## src/rtl/mips_pkg.sv

```systemverilog
`default_nettype none
// ============================================================================
//  Module   : mips_pkg
//  Purpose  : Shared constants and fetch-state encoding for the IF stage.
//  Revision : 1.0  initial release
// ============================================================================
package mips_pkg;

    localparam logic [31:0] c_NOP_INS  = 32'h2000_0000;
    localparam logic [31:0] c_RESET_PC = 32'h0000_0000;

    typedef enum logic [1:0] {
        S_REQ  = 2'd0,
        S_HOLD = 2'd1,
        S_DROP = 2'd2
    } fetch_state_e;

    // Instructions are word aligned; the low address bits of a target are dropped.
    function automatic logic [31:0] align_pc(input logic [31:0] addr);
        return addr & 32'hFFFF_FFFC;
    endfunction

endpackage
`default_nettype wire

```

## src/rtl/if_pc_reg.sv

```systemverilog
`default_nettype none
// ============================================================================
//  Module   : if_pc_reg
//  Purpose  : Program counter with next-pc select (redirect / pc+4 / hold).
//  Revision : 1.0  initial release
// ============================================================================
module if_pc_reg
    import mips_pkg::*;
#(
    parameter logic [31:0] RESET_PC = c_RESET_PC
) (
    input  logic        clk,
    input  logic        rst,
    input  logic        redirect,
    input  logic [31:0] redirect_pc,
    input  logic        advance,
    output logic [31:0] pc,
    output logic [31:0] pc_plus_4
);

    logic [31:0] pc_q;
    logic [31:0] pc_d;
    logic [31:0] w_pc_inc;

    assign w_pc_inc = pc_q + 32'd4;

    always_comb begin
        pc_d = pc_q;
        if (redirect) begin
            pc_d = align_pc(redirect_pc);
        end else if (advance) begin
            pc_d = w_pc_inc;
        end
    end

    always_ff @(posedge clk or negedge rst) begin
        if (!rst) begin
            pc_q <= align_pc(RESET_PC);
        end else begin
            pc_q <= pc_d;
        end
    end

    assign pc        = pc_q;
    assign pc_plus_4 = w_pc_inc;

endmodule
`default_nettype wire

```

## src/rtl/if_fetch.sv

```systemverilog
`default_nettype none
// ============================================================================
//  Module   : if_fetch
//  Purpose  : Instruction fetch stage: owns the PC, runs a req/ack imem port
//             and applies ID-stage redirects. Optional performance counters
//             are built when IF_FETCH_PERF_EN is defined.
//  Revision : 1.0  initial release
// ============================================================================
module if_fetch
    import mips_pkg::*;
#(
    parameter logic [31:0] RESET_PC = c_RESET_PC,
    parameter logic [31:0] NOP_INS  = c_NOP_INS
) (
    input  logic        clk,
    input  logic        rst,
    input  logic        en,
    input  logic        redirect,
    input  logic [31:0] redirect_pc,
    output logic        imem_req,
    output logic [31:0] imem_addr,
    input  logic        imem_ack,
    input  logic [31:0] imem_rdata,
    output logic [31:0] IF_pc_plus_4,
    output logic [31:0] IF_ins,
    output logic        fetch_valid
`ifdef IF_FETCH_PERF_EN
    ,
    output logic [31:0] perf_fetched,
    output logic [31:0] perf_wait
`endif
);

    fetch_state_e state_q;
    fetch_state_e state_d;
    logic [31:0]  hold_q;
    logic [31:0]  hold_d;
    logic         w_advance;
    logic [31:0]  w_pc;

    if_pc_reg #(
        .RESET_PC    (RESET_PC)
    ) u_pc_reg (
        .clk         (clk),
        .rst         (rst),
        .redirect    (redirect),
        .redirect_pc (redirect_pc),
        .advance     (w_advance),
        .pc          (w_pc),
        .pc_plus_4   (IF_pc_plus_4)
    );

    // Redirect outranks both ack and en: any word seen in that cycle is discarded.
    always_comb begin
        state_d     = state_q;
        hold_d      = hold_q;
        w_advance   = 1'b0;
        fetch_valid = 1'b0;
        IF_ins      = NOP_INS;
        case (state_q)
            S_REQ: begin
                if (redirect) begin
                    state_d = imem_ack ? S_REQ : S_DROP;
                end else if (imem_ack) begin
                    fetch_valid = 1'b1;
                    IF_ins      = imem_rdata;
                    if (en) begin
                        w_advance = 1'b1;
                    end else begin
                        hold_d  = imem_rdata;
                        state_d = S_HOLD;
                    end
                end
            end
            S_HOLD: begin
                if (redirect) begin
                    state_d = S_REQ;
                end else begin
                    fetch_valid = 1'b1;
                    IF_ins      = hold_q;
                    if (en) begin
                        w_advance = 1'b1;
                        state_d   = S_REQ;
                    end
                end
            end
            S_DROP: begin
                // The stale ack retires the old request; a new one starts next cycle.
                if (imem_ack) begin
                    state_d = S_REQ;
                end
            end
            default: begin
                state_d = S_REQ;
            end
        endcase
    end

    always_ff @(posedge clk or negedge rst) begin
        if (!rst) begin
            state_q <= S_REQ;
            hold_q  <= NOP_INS;
        end else begin
            state_q <= state_d;
            hold_q  <= hold_d;
        end
    end

    // Gated by rst so no request is visible while the memory is itself in reset.
    assign imem_req  = rst & (state_q == S_REQ);
    assign imem_addr = w_pc;

`ifdef IF_FETCH_PERF_EN
    logic [31:0] perf_fetched_q;
    logic [31:0] perf_fetched_d;
    logic [31:0] perf_wait_q;
    logic [31:0] perf_wait_d;
    logic        w_wait;

    assign w_wait = ((state_q == S_REQ) & ~imem_ack) | (state_q == S_DROP);

    always_comb begin
        perf_fetched_d = perf_fetched_q + {31'd0, fetch_valid & en};
        perf_wait_d    = perf_wait_q + {31'd0, w_wait};
    end

    always_ff @(posedge clk or negedge rst) begin
        if (!rst) begin
            perf_fetched_q <= 32'd0;
            perf_wait_q    <= 32'd0;
        end else begin
            perf_fetched_q <= perf_fetched_d;
            perf_wait_q    <= perf_wait_d;
        end
    end

    assign perf_fetched = perf_fetched_q;
    assign perf_wait    = perf_wait_q;
`endif

endmodule
`default_nettype wire

```

## config.mk

```make
export PLATFORM = sky130hd
export DESIGN_NAME = if_fetch
export DESIGN_NICKNAME = d
export VERILOG_FILES = /design/src/rtl/mips_pkg.sv /design/src/rtl/if_pc_reg.sv /design/src/rtl/if_fetch.sv
export SDC_FILE = /design/constraint.sdc
export NUM_CORES = 1
export LEC_CHECK = 0
export BUFFER_PORTS_ARGS = -buffer_cell sky130_fd_sc_hd__buf_2
export CORE_ASPECT_RATIO = 2
export CORE_UTILIZATION = 43
export DETAILED_ROUTE_END_ITERATION = 10
export PLACE_DENSITY = 0.76
export SLEW_MARGIN = 20
export SYNTH_ARGS = -nofsm -noshare
export SYNTH_HDL_FRONTEND = slang
export SYNTH_SLANG_ARGS = --single-unit
export TNS_END_PERCENT = 1
```

## constraint.sdc

```tcl
create_clock -name clk -period 1.6 [get_ports clk]
set_input_delay 0.08 -clock clk [delete_from_list [all_inputs] [get_ports clk]]
set_output_delay 0.08 -clock clk [all_outputs]
set_load 0.02 [all_outputs]
```

==> results.md <==
- Die H: 135 um
- WL final: 12.7 mm
- Final Hold Slack: -25.9 ps
- Top FF cell, synth: dfrtp_1
- Crit path launch: u_pc_reg.pc[3]
- Layout cells sized above 1: 54.6%
- Worst EP required: 1520 ps
- R2R setup slack: -400 ps
- Max Fclk: 498 MHz
- Post-synth EDFFs: 0
- Crit end category: output port
- Total global routing overflow: 0
- H-tree levels: 3
- Clock transition at path regs: 60 ps
- PortBufs: 160
- Max cap viols: 0
- PnR worst setup slack: -409 ps
- Global-route wire length before repair: 19.2 mm
- FFs w/ async S/R, synth: 100%
- Peak VDD IR: 0.656 mV
- Yosys top cell area share: 41.2%
- Max_slew headroom: 45.1%
- Clock sinks: 64
- Failing checks: negative hold slack, negative setup slack
- Ranking of synthesized cells by area: dfrtp_1, mux2_2, a22o_1
- # diodes: 0
- Crit Path Max Fanout: 8
- Number of global-route vias before repair: 4174
- DR DRC count: 0
- Post-Syn Area: 3820 um^2
- Fill count: 636
- CP Capture Point: IF_pc_plus_4[28]
- I/O pin cnt: 167
- CTS Buffer Depth: 2
- Placed Area: 5220 um^2
- Starting DRT DRC Count: 218
- Die Wd: 68.7 um
- Total GRT Usage: 28.0%
- Initial Util: 44.2%
- Min-delay worst type: in -> async
- Least-Margin Pin Slew: 824 ps
- Power density over cell area: 907 nW/um^2
- Largest net degree at the start of global routing: 65
- FP Rows: 48
- Worst setup SP type: flop
- CTS tree: done
- Clock root cell: clkbuf_16
- Kind of critical path: reg -> out
- Die ar.: 9300 um^2
- Power Total: 0.00562 W
- Critical Path AT: 1930 ps
- Mapped Cells: 380
- Dpl hpwl: 8.46 mm
- Placed Cells: 675
- Final hold viol count: 63
- RSZ-0062 raised after global routing: yes
- Top-count cell post-synth: dfrtp_1
- Yosys cell types: 52
- Setup_tns: -17550 ps
- Final instance area: 6190 um^2
- Final Max Tran Viols: 0
- Layout area overhead: 62.0%
- Detailed-route via count: 4178
- Clock Skews: 10.4 ps
- Initial antenna violation count: 0
- Status: complete, but fails checks
- Routability cong.: 0.921
- Synth Register Bits: 64
- Final Util: 71.6%
- Synth area leader: dfrtp_1
- Pleak: 2.96 nW
- Seq/Total Area, Yosys: 41.9%
- Synthesis Warnings: 0
- # nets final: 701
- Tcrit/Tclk final: 126%
- Vias/cell: 5.68
- RR Endpoint: u_pc_reg.pc[26]
- Worst R2R Start: u_pc_reg.pc[3]
- Finished Layout Cells: 736
- Period minus WS final: 2010 ps
- First-pass DRT Iterations: 5
- Clk_lat worst skew: 330 ps
- Final ANT Viol Nets: 0
- Synth Area per Inst: 10.1 um^2
- Synth top cells by count: dfrtp_1, a22o_1, mux2_2
- Number of buffers created by CTS: 9
- Wire per inst: 17.2 um
- Setup-failing EPs final: 107
- FF-to-FF path depth: 8
- Core area: 8650 um^2
-- how the worst min path moves through the flow --
stage | slack [ps] | to | startpoint
2_1_floorplan | -220 | hold_q[0] | rst
3_3_place_gp | 280 | state_q[1] | imem_ack
3_5_place_dp | 290 | state_q[1] | imem_ack
4_1_cts | 0.4 | u_pc_reg.pc[23] | rst
5_1_grt | 3 | hold_q[31] | imem_rdata[31]
6_report | -30 | hold_q[31] | rst
-- cell usage in the layout, fill, tap and decap left out, types with 5 or more instances in the layout --
cell type / n
buf_2: 138
buf_4: 87
dfrtp_1: 47
a22o_1: 31
dlygate4sd3_1: 31
mux2_2: 30
nand2_1: 27
dfrtp_2: 16
nor2_1: 13
a221o_1: 11
o21ai_0: 11
buf_6: 11
nor3_1: 10
xnor2_1: 10
xnor2_2: 10
o21ai_1: 10
nand4_1: 9
clkbuf_16: 9
nand3_1: 8
a22oi_1: 7
a21oi_1: 6
nor2_4: 6
a21o_1: 6
inv_1: 5
nand3_2: 5
xor2_1: 5
-- area by class of cell --
type / count / area, um^2 / share of cell area (%)
Multi-Input combinational cell: 280 / 2290 / 37.0
Timing Repair Buffer: 271 / 1860 / 30.0
Sequential cell: 64 / 1620 / 26.2
Clock buffer: 13 / 260 / 4.20
Tap cell: 100 / 125 / 2.02
Inverter: 5 / 18.8 / 0.303
Clock inverter: 3 / 17.5 / 0.283
-- timing repair --
item	in CTS	in global routing
endpoints found under the hold margin	31	0
endpoints found under the setup margin	114	115
hold buffers	31	0
resized for setup	60	19
pin swaps	19	10
buffers inserted	11	3
-- stage by stage --
step	setup slack [ps]	hold slack [ps]
finish	-409	-25.9
global route	-485	3.14
CTS	-359	0.416
detailed placement	-123	287
global placement	-77.3	280
floorplan	-206	-216
-- sequential cells by signal (all words and copies together), names as in the netlist --
signal / cells
hold_q: 32
state_q: 2
u_pc_reg.pc: 30
-- metal layers --
| metal | wire [um] | part of all wire, % | track usage (%) |
|---|---|---|---|
| met1 | 4180 | 33 | 27.2 |
| met2 | 7220 | 57 | 51.3 |
| met3 | 747 | 5.9 | 4.97 |
| met4 | 535 | 4.2 | 16.9 |
| met5 | 0 | 0 | 0 |
-- cell families (layout without fill, tap and decap cells) --
kind of cell	Yosys count	count (layout)	synth area share [%]
buf+inv	39	292	4.78
fa+ha+maj	1	1	0.327
compound gates	99	99	19.6
simple gates	116	116	17.5
mux	32	32	9.39
flops	64	64	41.9
xor+xnor	28	28	6.41
other cells	1	4	0.0981
-- report_power, final --
| part | switching (W) | total (W) | leakage [nW] | internal (W) |
|---|---|---|---|---|
| clock | 0.000688 | 0.00182 | 0.136 | 0.00113 |
| combinational | 0.000888 | 0.00170 | 2.07 | 0.000807 |
| sequential | 0.000189 | 0.00211 | 0.752 | 0.00192 |
| total | 0.00177 | 0.00562 | 2.96 | 0.00385 |
-- worst max-delay path, cell delays in order, from the launching register on --
cell and delay (ps):
dfrtp_2 400, ha_4 160, nand3_4 110, nor2_4 260
nand4_1 180, buf_4 200, xnor2_2 120, buf_4 160
No activity file was read; power rests on OpenSTA's default activity.
